File: config.mk
export PLATFORM = sky130hd
export DESIGN_NAME = vram_fetch_unit
export DESIGN_NICKNAME = d
export VERILOG_FILES = /design/src/rtl/vram_fetch_unit.sv
export SDC_FILE = /design/constraint.sdc
export NUM_CORES = 1
export LEC_CHECK = 0
export ABC_AREA = 1
export BUFFER_PORTS_ARGS = -buffer_cell sky130_fd_sc_hd__clkbuf_2
export CAP_MARGIN = 20
export CORE_MARGIN = 3
export CORE_UTILIZATION = 30
export CTS_CLUSTER_SIZE = 24
export DETAILED_ROUTE_END_ITERATION = 12
export PLACE_DENSITY = 0.56
export SYNTH_ARGS = -nofsm -noshare
export SYNTH_HDL_FRONTEND = slang
export SYNTH_SLANG_ARGS = --single-unit
File: constraint.sdc
create_clock -name clk -period 1.4 [get_ports clk]
set_clock_uncertainty 0.15 [all_clocks]
set_input_delay 0 -clock clk [delete_from_list [all_inputs] [get_ports clk]]
set_output_delay 0 -clock clk [all_outputs]
set_load 0.005 [all_outputs]
File: src/rtl/vram_fetch_unit.sv
// Video-RAM fetch sequencer: slices each wide VRAM word into CAS-timed byte slots
// and feeds the gate array through an optional, display-enable-masked byte delay line.
module vram_fetch_unit #(
  parameter int WORD_W    = 16,
  parameter int ADDR_W    = 15,
  parameter int MAX_SHIFT = 1,
  parameter int SH_W      = 1
) (
  input  logic                 clk,
  input  logic                 reset,
  input  logic                 cpu_n,
  input  logic                 ras_n,
  input  logic                 cas_n,
  input  logic [ADDR_W-1:0]    crtc_addr,
  input  logic [WORD_W-1:0]    vram_din,
  input  logic                 de,
  input  logic                 shift_en,
  input  logic [SH_W-1:0]      shift_amt,
  output logic [ADDR_W-1:0]    vram_addr,
  output logic [7:0]           vram_d,
  output logic [((WORD_W/8) > 1 ? $clog2(WORD_W/8) : 1)-1:0] byte_idx,
  output logic                 slot_stb,
  output logic                 overrun
);

  localparam int BYTES = WORD_W / 8;
  localparam int BI_W  = (BYTES > 1) ? $clog2(BYTES) : 1;
  localparam logic [BI_W-1:0] LAST_IDX  = BI_W'(BYTES - 1);
  localparam logic [SH_W-1:0] MAX_SH_C  = SH_W'(MAX_SHIFT);

  logic              cas_n_q_r;
  logic [BI_W-1:0]   byte_idx_r;
  logic [ADDR_W-1:0] vram_addr_r;
  logic [7:0]        vram_d_r;
  logic              slot_stb_r;
  logic              overrun_r;
  logic [7:0]        dl_r [MAX_SHIFT];

  logic              slot_s;
  logic              cas_rise_s;
  logic [SH_W-1:0]   eff_shift_s;
  logic [7:0]        raw_byte_s;
  logic [7:0]        masked_byte_s;
  logic [7:0]        dly_byte_s;
  logic [BI_W-1:0]   byte_idx_nxt_s;
  logic              overrun_nxt_s;
  logic [ADDR_W-1:0] vram_addr_nxt_s;
  logic [7:0]        vram_d_nxt_s;

  // Strobe decode, shift clamp and byte selection
  always_comb begin
    slot_s        = cpu_n & ~ras_n & ~cas_n & cas_n_q_r;
    cas_rise_s    = ~ras_n & cas_n & ~cas_n_q_r;
    eff_shift_s   = (shift_amt > MAX_SH_C) ? MAX_SH_C : shift_amt;
    raw_byte_s    = 8'h00;
    dly_byte_s    = 8'h00;
    // One-hot OR-muxes keep non-power-of-two word widths safe
    for (int i = 0; i < BYTES; i++) begin
      raw_byte_s = raw_byte_s | ((byte_idx_r == BI_W'(i)) ? vram_din[8*i +: 8] : 8'h00);
    end
    for (int k = 0; k < MAX_SHIFT; k++) begin
      dly_byte_s = dly_byte_s | ((eff_shift_s == SH_W'(k + 1)) ? dl_r[k] : 8'h00);
    end
    masked_byte_s = de ? raw_byte_s : 8'h00;
  end

  // Next-state for slot index, overrun flag, address and pixel byte
  always_comb begin
    byte_idx_nxt_s  = byte_idx_r;
    overrun_nxt_s   = overrun_r;
    vram_addr_nxt_s = vram_addr_r;
    vram_d_nxt_s    = vram_d_r;

    // CPU phase resets the index even if CAS rises in the same cycle
    if (!cpu_n) begin
      byte_idx_nxt_s = {BI_W{1'b0}};
    end else if (cas_rise_s) begin
      if (byte_idx_r < LAST_IDX) begin
        byte_idx_nxt_s = byte_idx_r + BI_W'(1);
      end else begin
        byte_idx_nxt_s = LAST_IDX;
        overrun_nxt_s  = 1'b1;
      end
    end else begin
      byte_idx_nxt_s = byte_idx_r;
    end

    if (cpu_n) begin
      vram_addr_nxt_s = crtc_addr;
    end else begin
      vram_addr_nxt_s = vram_addr_r;
    end

    if (slot_s) begin
      if (!shift_en || (eff_shift_s == {SH_W{1'b0}})) begin
        vram_d_nxt_s = raw_byte_s;
      end else begin
        vram_d_nxt_s = dly_byte_s;
      end
    end else begin
      vram_d_nxt_s = vram_d_r;
    end
  end

  // State registers; the delay line survives CPU phases to stagger bytes across words
  always_ff @(posedge clk) begin
    if (reset) begin
      cas_n_q_r   <= 1'b1;
      byte_idx_r  <= {BI_W{1'b0}};
      vram_addr_r <= {ADDR_W{1'b0}};
      vram_d_r    <= 8'h00;
      slot_stb_r  <= 1'b0;
      overrun_r   <= 1'b0;
      for (int k = 0; k < MAX_SHIFT; k++) begin
        dl_r[k] <= 8'h00;
      end
    end else begin
      cas_n_q_r   <= cas_n;
      byte_idx_r  <= byte_idx_nxt_s;
      vram_addr_r <= vram_addr_nxt_s;
      vram_d_r    <= vram_d_nxt_s;
      slot_stb_r  <= slot_s;
      overrun_r   <= overrun_nxt_s;
      if (slot_s) begin
        dl_r[0] <= masked_byte_s;
        for (int k = 1; k < MAX_SHIFT; k++) begin
          dl_r[k] <= dl_r[k-1];
        end
      end
    end
  end

  assign vram_addr = vram_addr_r;
  assign vram_d    = vram_d_r;
  assign byte_idx  = byte_idx_r;
  assign slot_stb  = slot_stb_r;
  assign overrun   = overrun_r;

endmodule
## After elaboration in Yosys (flattened, before gate mapping)

Memories as Yosys holds them, arrays and structs flattened.
Cells that the tools add are included.

| storage, ports and cells | value |
|---|---|
| register bits | 27 |
| bits in writable memories | 8 |
| input bits | 39 |
| output and inout port bits | 26 |
| word-level logic and storage cells | 41 |
| memories | 1 |

| operators by class | value |
|---|---|
| $add $sub $neg | 1 |
| magnitude comparators | 2 |
| mux-type cells | 14 |
| bitwise logic cells | 12 |
| reduce and logical (&&, ||, !) cells | 5 |

Memories:

| memory | depth | width | read ports | clocked after memory_dff | write ports | RTL line | source |
|---|---|---|---|---|---|---|---|
| dl_r | 1 | 8 | 1 | 0 | 1 | 37 | `logic [7:0] dl_r [MAX_SHIFT];` |

Operators with widths:

| kind | number |
|---|---|
| $mux W8 | 6 |
| $mux W1 | 8 |
| $or A8 B8 Y8 | 1 |
| $reduce_or A8 Y1 | 1 |
| $not A1 Y1 | 6 |
| $and A1 B1 Y1 | 5 |
| $reduce_and A3 Y1 | 1 |
| $reduce_or A2 Y1 | 1 |
| $add A1 B1 Y1 const B | 1 |
| $gt A1 B1 Y1 const B | 1 |
| $logic_not A1 Y1 | 1 |
| $logic_or A1 B1 Y1 | 1 |
| $lt A1 B1 Y1 const B | 1 |

## Longest topological paths before layout

Gate-level depths: netlist (run 1).

| logic depth | value |
|---|---|
| depth after elaboration | 9 |
| depth in mapped cells | 7 |
| gate-level depth less buffers | 6 |

## Worst setup path before layout (run 1)

Ideal clock, no wire load.

| path | value |
|---|---|
| path kind | register to register |
| start point | register byte_idx_r (netlist: byte_idx) |
| end point | memory dl_r[0][1], data pin |
| arrival | 890 ps |
| slack | 108 ps |
| stages on the path, launching flop included | 6 |
| period minus slack after synthesis | 1,292 ps |
| cells stage by stage | dfxtp_1 buf_4 clkinv_1 nand2_1 and2_1 nor2_1 |

| between the ends | value |
|---|---|
| word-level cells in the longest chain between the ends | 4 |
| elaborated cells on any way between the ends | 5 |
| those cells by class | 4 x mux; 1 x bitwise |

RTL lines:

| what | RTL line | source |
|---|---|---|
| from (decl) | 32 | `logic [BI_W-1:0] byte_idx_r;` |
| from (signal assigned) | 109 | `byte_idx_r <= {BI_W{1'b0}};` |
| from (signal assigned) | 119 | `byte_idx_r <= byte_idx_nxt_s;` |
| $mux W8 | 59 | `raw_byte_s = raw_byte_s \| ((byte_idx_r == BI_W'(i)) ? vram_din[8*i +: 8] : 8'h00);` |
| $or A8 B8 Y8 * | 59 |  |
| $mux W8 * | 64 | `masked_byte_s = de ? raw_byte_s : 8'h00;` |
| $mux W8 (no source line) * | n/a |  |
| to (decl) | 37 |  |

Mark *: on every way between the ends. The rest lies on a longest branch, timed or not.

## Worst setup path in the final report (run 1)

| path | value |
|---|---|
| start point | register byte_idx_r (netlist: byte_idx) |
| end point | memory dl_r[0][5], data pin |

The elaborated chain is that of the path after synthesis.

==> results.md, run 1 <==
- CP Max Fanout: 9
- Final Hold Fails: 3
- Power Dens Cells: 965 nW/um^2
- Post-route cell area: 2320 um^2
- Reg-to-Reg Start: byte_idx$_SDFFE_PP0P_
- FF+latch area: 781 um^2
- Post-DP HPWL: 2670 um
- Xor-xnor portion of the synthesized cell area: 0
- Grt total ovfl: 0
- Setup violators final: 0
- Worst Hold Class: in2reg
- Largest family of logic cells by synthesized area: simple AND/OR/NAND/NOR gates
- Largest net degree at the start of global routing: 27
- Worst hold slack: -0.107 ns
- Layout cells sized above 1: 0.320
- First-pass GRT wire length: 7180 um
- Row cnt: 24
- Hold Crit Endpoint: byte_idx$_SDFFE_PP0P_
- H-tree lvl count: 2
- Compound-Gate Fraction of Synth Area: 0.0578
- Area share of fa/ha/maj cells after synthesis: 0
- Total nets after synthesis: 219
- Die Height: 76.0 um
- Max_cap viols: 0
- Ys Warns: 0
- FMAX: 794 MHz
- Vias in the first global route: 1,527
- Residual DRC: 0
- Cell taking the most area after synthesis: dfxtp_1
- Mux contribution to synthesized area: 0
- Routability cong.: 0.706
- Leak: 1.15 nW
- Post-Route WL: 4150 um
- ANT nets after route: 0
- Clk buf depth: 2
- Sequential-to-total area share from yosys stat: 0.531
- Die ar.: 5780 um^2
- CTS sink count: 35
- IR drop worst, VDD: 584 uV
- Period utilization: 0.900
- CP arrival: 1.16 ns
- Share of Yosys cell area claimed by the top area cell type: 0.367
- Setup Crit Path Kind: reg2reg
- CP startpoint kind: flip-flop
- Post-Synth Simple-Gate Area: 0.364
- CP endpoint kind: flip-flop
- # IOs: 65
- CTS tree: done
- Worst endpoint required time: 1.30 ns
- Multi-input logic area: 623 um^2
- Worst R2R End: dl_r[0][5]$_SDFFCE_PN0P_
- Hold path cells: 3
- Yosys reg bits: 35
- Reg-to-reg slack, setup: 0.14 ns
- First-pass iteration count of the detailed router: 4
- Core footprint: 4530 um^2
- Pin slew with the least headroom to its limit: 0.483 ns
- Cells after synthesis: 180
- Tmin final: 1.26 ns
- Die width: 76.0 um
- Synth Cell Area: 1470 um^2
- Vias per inst: 4.40
- Pre-CTS WS: 0.0578 ns
- Final WS setup: 0.140 ns
- Clock root buffer: clkbuf_8
- Vias: 1,534
- Port-buffer cells: 64
- Layout filler cell count: 462
- Layout Nets: 322
- Drt wl/cell: 11.9 um
- Register-to-Register Path Depth: 4
- Clock Latency Late Sink: 0.29 ns
- Commonest non-fill, non-tap cell in the layout: clkbuf_2
- Mean post-synth cell area: 8.17 um^2
- Unique masters post-synth: 19
- Slew Limit Headroom: 0.677
- DRT iter0 DRCs: 103
- Main area contributors after synthesis: dfxtp_1 37%, edfxtp_1 16%, nor2_1 9.9%
- Clock transition at path regs: 0.07 ns
- Failing checks: hold timing
- Total GRT Usage: 0.158
- RSZ-0062 raised after global routing: no
- Hold Path Origin: ras_n
- Layout area overhead: 57.4%
- Dpl cell area: 1860 um^2
- Run status: finished with violations
- Initial antenna violation count: 0
- Total power: 2.23 mW
- Initial Utilization: 0.325
- Pins Over Slew Limit: 0
- Setup_tns: 0 ns
- N_diodes: 0
- CTS buffer count: 5
- Most frequent cells in the layout: 64 x clkbuf_2, 39 x nor2_1, 35 x dlygate4sd3_1
-- report_power, final --
part	internal, mW	switching [mW]	leakage [nW]
registers	1.08	0.0211	0.306
clock network	0.449	0.359	0.0515
logic	0.178	0.144	0.790
-- synthesized netlist by cell type --
cell      count
nor2_1       39
nand2_1      30
dfxtp_1      27
nand3_1      24
o21ai_0      16
or2_2         9
edfxtp_1      8
and2_1        7
buf_2         5
inv_1         5
nand2_4       2
a21oi_1       1
buf_4         1
buf_6         1
clkinv_1      1
inv_2         1
nand2_2       1
nand3b_1      1
nor2_8        1
-- worst max-delay path, cell delays in order (launching register included) --
cell and delay [ns]:
dfxtp_1 0.37, clkinvlp_4 0.21, nand2_1 0.12, and2_1 0.13, nor2_1 0.04
-- how the worst max path moves through the flow --
stage | slack (ns) | end | depth (start not counted) | startpoint
after global placement | 0.08 | dl_r[0][4]$_SDFFCE_PN0P_ | 4 | byte_idx$_SDFFE_PP0P_
final | 0.14 | dl_r[0][5]$_SDFFCE_PN0P_ | 4 | byte_idx$_SDFFE_PP0P_
after global routing | 0.02 | dl_r[0][2]$_SDFFCE_PN0P_ | 4 | byte_idx$_SDFFE_PP0P_
after detailed placement | 0.06 | dl_r[0][3]$_SDFFCE_PN0P_ | 4 | cas_n_q_r$_SDFF_PP1_
after CTS | 0.05 | dl_r[0][1]$_SDFFCE_PN0P_ | 4 | cas_n_q_r$_SDFF_PP1_
after floorplan | 0.11 | dl_r[0][1]$_SDFFCE_PN0P_ | 5 | byte_idx$_SDFFE_PP0P_
-- stage by stage --
step / std cells / util
after CTS: 348 / 0.507
after detailed placement: 306 / 0.410
after floorplan: 180 / -
final: 349 / 0.511
after global placement: 306 / 0.410
after global routing: 349 / 0.511
-- logic make-up after synthesis --
group                  count (synthesis)
buffers and inverters                 14
AND/OR/NAND/NOR                      114
AO/OA/AOI/OAI                         17
flip-flops                            35
-- layout make-up --
class | instances | share of cell area
sequential | 35 | 0.337
timing repair buffer | 103 | 0.303
multi-input combinational | 131 | 0.269
clock buffer | 8 | 0.0432
tap | 65 | 0.0351
inverter | 7 | 0.0130
-- registers in the layout, summed over array words and instances, names as in the netlist --
signal,cells
byte_idx,1
cas_n_q_r,1
slot_stb,1
dl_r,8
overrun,1
vram_addr,15
vram_d,8
-- routing by layer --
layer	part of all wire	global-route usage	routed length, um
met1	0.44	0.192	1830
met2	0.49	0.262	2040
met3	0.045	0.0366	187
met4	0.023	0.0761	95
met5	0	0	0
-- what timing repair did --
action                                  CTS  global route
endpoints found under the setup margin    0            14
setup buffers                             0             0
endpoints found under the hold margin    35             3
hold buffers                             34             1
resized for setup                         0             2
No activity file was read; power rests on OpenSTA's default activity.
==> run 2: changes to the inputs <==
--- a/config.mk
+++ b/config.mk
@@ -5,7 +5,6 @@
 export SDC_FILE = /design/constraint.sdc
 export NUM_CORES = 1
 export LEC_CHECK = 0
-export ABC_AREA = 1
 export BUFFER_PORTS_ARGS = -buffer_cell sky130_fd_sc_hd__clkbuf_2
 export CAP_MARGIN = 20
 export CORE_MARGIN = 3
==> results.md, run 2 <==
- Run status: complete, no violations
- Routability cong.: 0.726 (+2.9%)
- CTS sink count: 35 (unchanged)
- Initial antenna violation count: 0 (unchanged)
- Final Hold Fails: 0 (-3)
- Power Dens Cells: 973 nW/um^2 (+0.84%)
- Setup violators final: 0 (unchanged)
- DRT iter0 DRCs: 55 (-47%)
- Worst R2R End: dl_r[0][5]$_SDFFCE_PN0P_
- Post-Route WL: 3410 um (-18%)
- Die ar.: 5550 um^2 (-3.9%)
- Critical path origin: byte_idx$_SDFFE_PP0P_
- Register-to-Register Path Depth: 3 (-1)
- Grt total ovfl: 0 (unchanged)
- ANT nets after route: 0 (unchanged)
- Pin slew with the least headroom to its limit: 0.348 ns (-0.135 ns)
- First-pass GRT wire length: 5620 um (-22%)
- Clk buf depth: 2 (unchanged)
- Synth Flop Type: dfxtp_1
- Slew Limit Headroom: 0.768 (+0.0908)
- Max_cap viols: 0 (unchanged)
- Reg-to-reg slack, setup: 0.05 ns (-0.09 ns)
- FMAX: 739 MHz (-6.9%)
- Clock Latency Late Sink: 0.28 ns (about the same)
- Setup_tns: 0 ns (unchanged)
- Vias in the first global route: 1,246 (-18%)
- Total nets after synthesis: 156 (-29%)
- Most frequent cells in the layout: 64 x clkbuf_2, 26 x dfxtp_1, 23 x mux2i_1
- Port-buffer cells: 64 (unchanged)
- H-tree lvl count: 2 (unchanged)
- Crit path to: dl_r[0][5]$_SDFFCE_PN0P_
- First-pass iteration count of the detailed router: 4 (unchanged)
- Cell taking the most area after synthesis: dfxtp_1
- Unique masters post-synth: 20 (+1)
- IR drop worst, VDD: 537 uV (-8.0%)
- Synth Cell Area: 1410 um^2 (-4.3%)
- Critical path's largest stage delay: 0.35 ns (-0.02 ns)
- N_diodes: 0 (unchanged)
- Top post-synthesis cells by count: 27 x dfxtp_1, 23 x mux2i_1, 18 x nor2_1
- Critical path, cell by cell: buf_12 > mux2_2 > nor2b_1
- Die width: 74.5 um (-2.0%)
- Ys Warns: 0 (unchanged)
- Clock transition at path regs: 0.06 ns (about the same)
- Worst Hold Class: in2reg
- CP Max Fanout: 8 (-1)
- Worst endpoint required time: 1.27 ns (-0.03 ns)
- # IOs: 65 (unchanged)
- Yosys reg bits: 35 (unchanged)
- Initial Utilization: 0.317 (-0.00750)
- CP arrival: 1.23 ns (+0.07 ns)
- Clock root buffer: clkbuf_8
- Tmin final: 1.35 ns (+0.0937 ns)
- Total GRT Usage: 0.133 (-0.0246)
- Most common cell in the netlist: dfxtp_1
- Vias: 1,178 (-23%)
- Total power: 2.04 mW (-8.8%)
- Vias per inst: 4.51 (+2.7%)
- Layout cells sized above 1: 0.426 (+0.105)
- Residual DRC: 0 (unchanged)
- Pins Over Slew Limit: 0 (unchanged)
- Largest net degree at the start of global routing: 19 (-30%)
- Reg-to-Reg Start: byte_idx$_SDFFE_PP0P_
- Slowest CP cell: dfxtp_2
- CP endpoint kind: flip-flop
- Row cnt: 24 (unchanged)
- Sequential-to-total area share from yosys stat: 0.554 (+0.0236)
- Core footprint: 4440 um^2 (-2.0%)
- Max reg flops: 15 (unchanged)
- CTS tree: done
- Main area contributors after synthesis: dfxtp_1 38%, edfxtp_1 17%, mux2i_1 16%
- Commonest non-fill, non-tap cell in the layout: clkbuf_2
- Layout Nets: 248 (-23%)
- Layout area overhead: 48.8%
- Setup Crit Path Kind: reg2reg
- RSZ-0062 raised after global routing: no
- Leak: 1.01 nW (-12%)
- Post-DP HPWL: 2500 um (-6.4%)
- Share of Yosys cell area claimed by the top area cell type: 0.384 (+0.0163)
- CTS buffer count: 5 (unchanged)
- Period utilization: 0.967 (+0.0669)
- Number of flops mapped to enable cells by yosys: 8 (unchanged)
- Postcts setup bufs: 0 (unchanged)
- Post-synth ARST share: 0 (unchanged)
- Mean post-synth cell area: 12.0 um^2 (+47%)
- Cells after synthesis: 117 (-35%)
- Die Height: 74.5 um (-2.0%)
- Drt wl/cell: 13.1 um (+9.9%)
- CP startpoint kind: flip-flop
- Worst hold slack: 0.00943 ns (+0.116 ns)
run 2: layer usage:
| layer | wire, um | up-vias | global-route usage |
|---|---|---|---|
| met4 | 33 | 0 | 0.0534 |
| met3 | 289 | 5 | 0.0392 |
| met5 | 0 | - | 0 |
| li1 | - | 589 | - |
| met2 | 1680 | 57 | 0.228 |
| met1 | 1410 | 527 | 0.155 |
run 2: area by class of cell:
class	instances	area, um^2
clock buffer	7	76.3
fill	419	2350
inverter	3	11.3
multi-input combinational	73	573
sequential	35	782
tap	52	65.1
timing repair buffer	91	588
run 2: critical path: cells and delay by family, from the launching register on:
kind,cells,cell delay [ns]
flip-flops,1,0.35
multiplexers,1,0.34
buffers and inverters,1,0.13
AND/OR/NAND/NOR,1,0.13
run 2: cell families (layout without fill, tap and decap cells):
kind of cell / count (synthesis) / count (layout) / share of synthesized area
buffers and inverters: 9 / 101 / 0.0391
multiplexers: 31 / 31 / 0.227
AND/OR/NAND/NOR: 33 / 33 / 0.125
AO/OA/AOI/OAI: 9 / 9 / 0.0542
flip-flops: 35 / 35 / 0.554
run 2: report_power, final:
part / internal, mW / total, mW / leakage (nW) / switching [mW]
Combinational: 0.168 / 0.281 / 0.663 / 0.113
Sequential: 1.08 / 1.10 / 0.304 / 0.0224
Clock: 0.342 / 0.655 / 0.0383 / 0.313
Total: 1.59 / 2.04 / 1.01 / 0.449
run 2: what timing repair did:
item / in CTS / in global routing
setup endpoints to repair: 0 / 13
endpoints found under the hold margin: 20 / 0
hold buffers: 21 / 0
resized for setup: 0 / 2
run 2: how the worst min path moves through the flow:
stage	slack (ns)	cells after the start	startpoint	endpoint
3_3_place_gp	0.07	2	cas_n	cas_n_q_r$_SDFF_PP1_
5_1_grt	0.03	3	vram_din[10]	dl_r[0][2]$_SDFFCE_PN0P_
2_1_floorplan	-0.04	1	cas_n	cas_n_q_r$_SDFF_PP1_
4_1_cts	0.004	4	vram_din[14]	vram_d[6]$_SDFFE_PP0P_
3_5_place_dp	0.07	2	cas_n	cas_n_q_r$_SDFF_PP1_
6_report	0.009	4	vram_din[14]	vram_d[6]$_SDFFE_PP0P_
run 2: metrics by stage:
stage | std cells | setup WS [ns] | cell area (um^2) | utilization
2_1_floorplan | 117 | 0.0465 | 1410 | -
3_3_place_gp | 233 | 0.0421 | 1810 | 0.407
3_5_place_dp | 233 | 0.0106 | 1810 | 0.407
4_1_cts | 261 | 0.00423 | 2090 | 0.471
5_1_grt | 261 | 0.0158 | 2100 | 0.472
6_report | 261 | 0.0461 | 2100 | 0.472
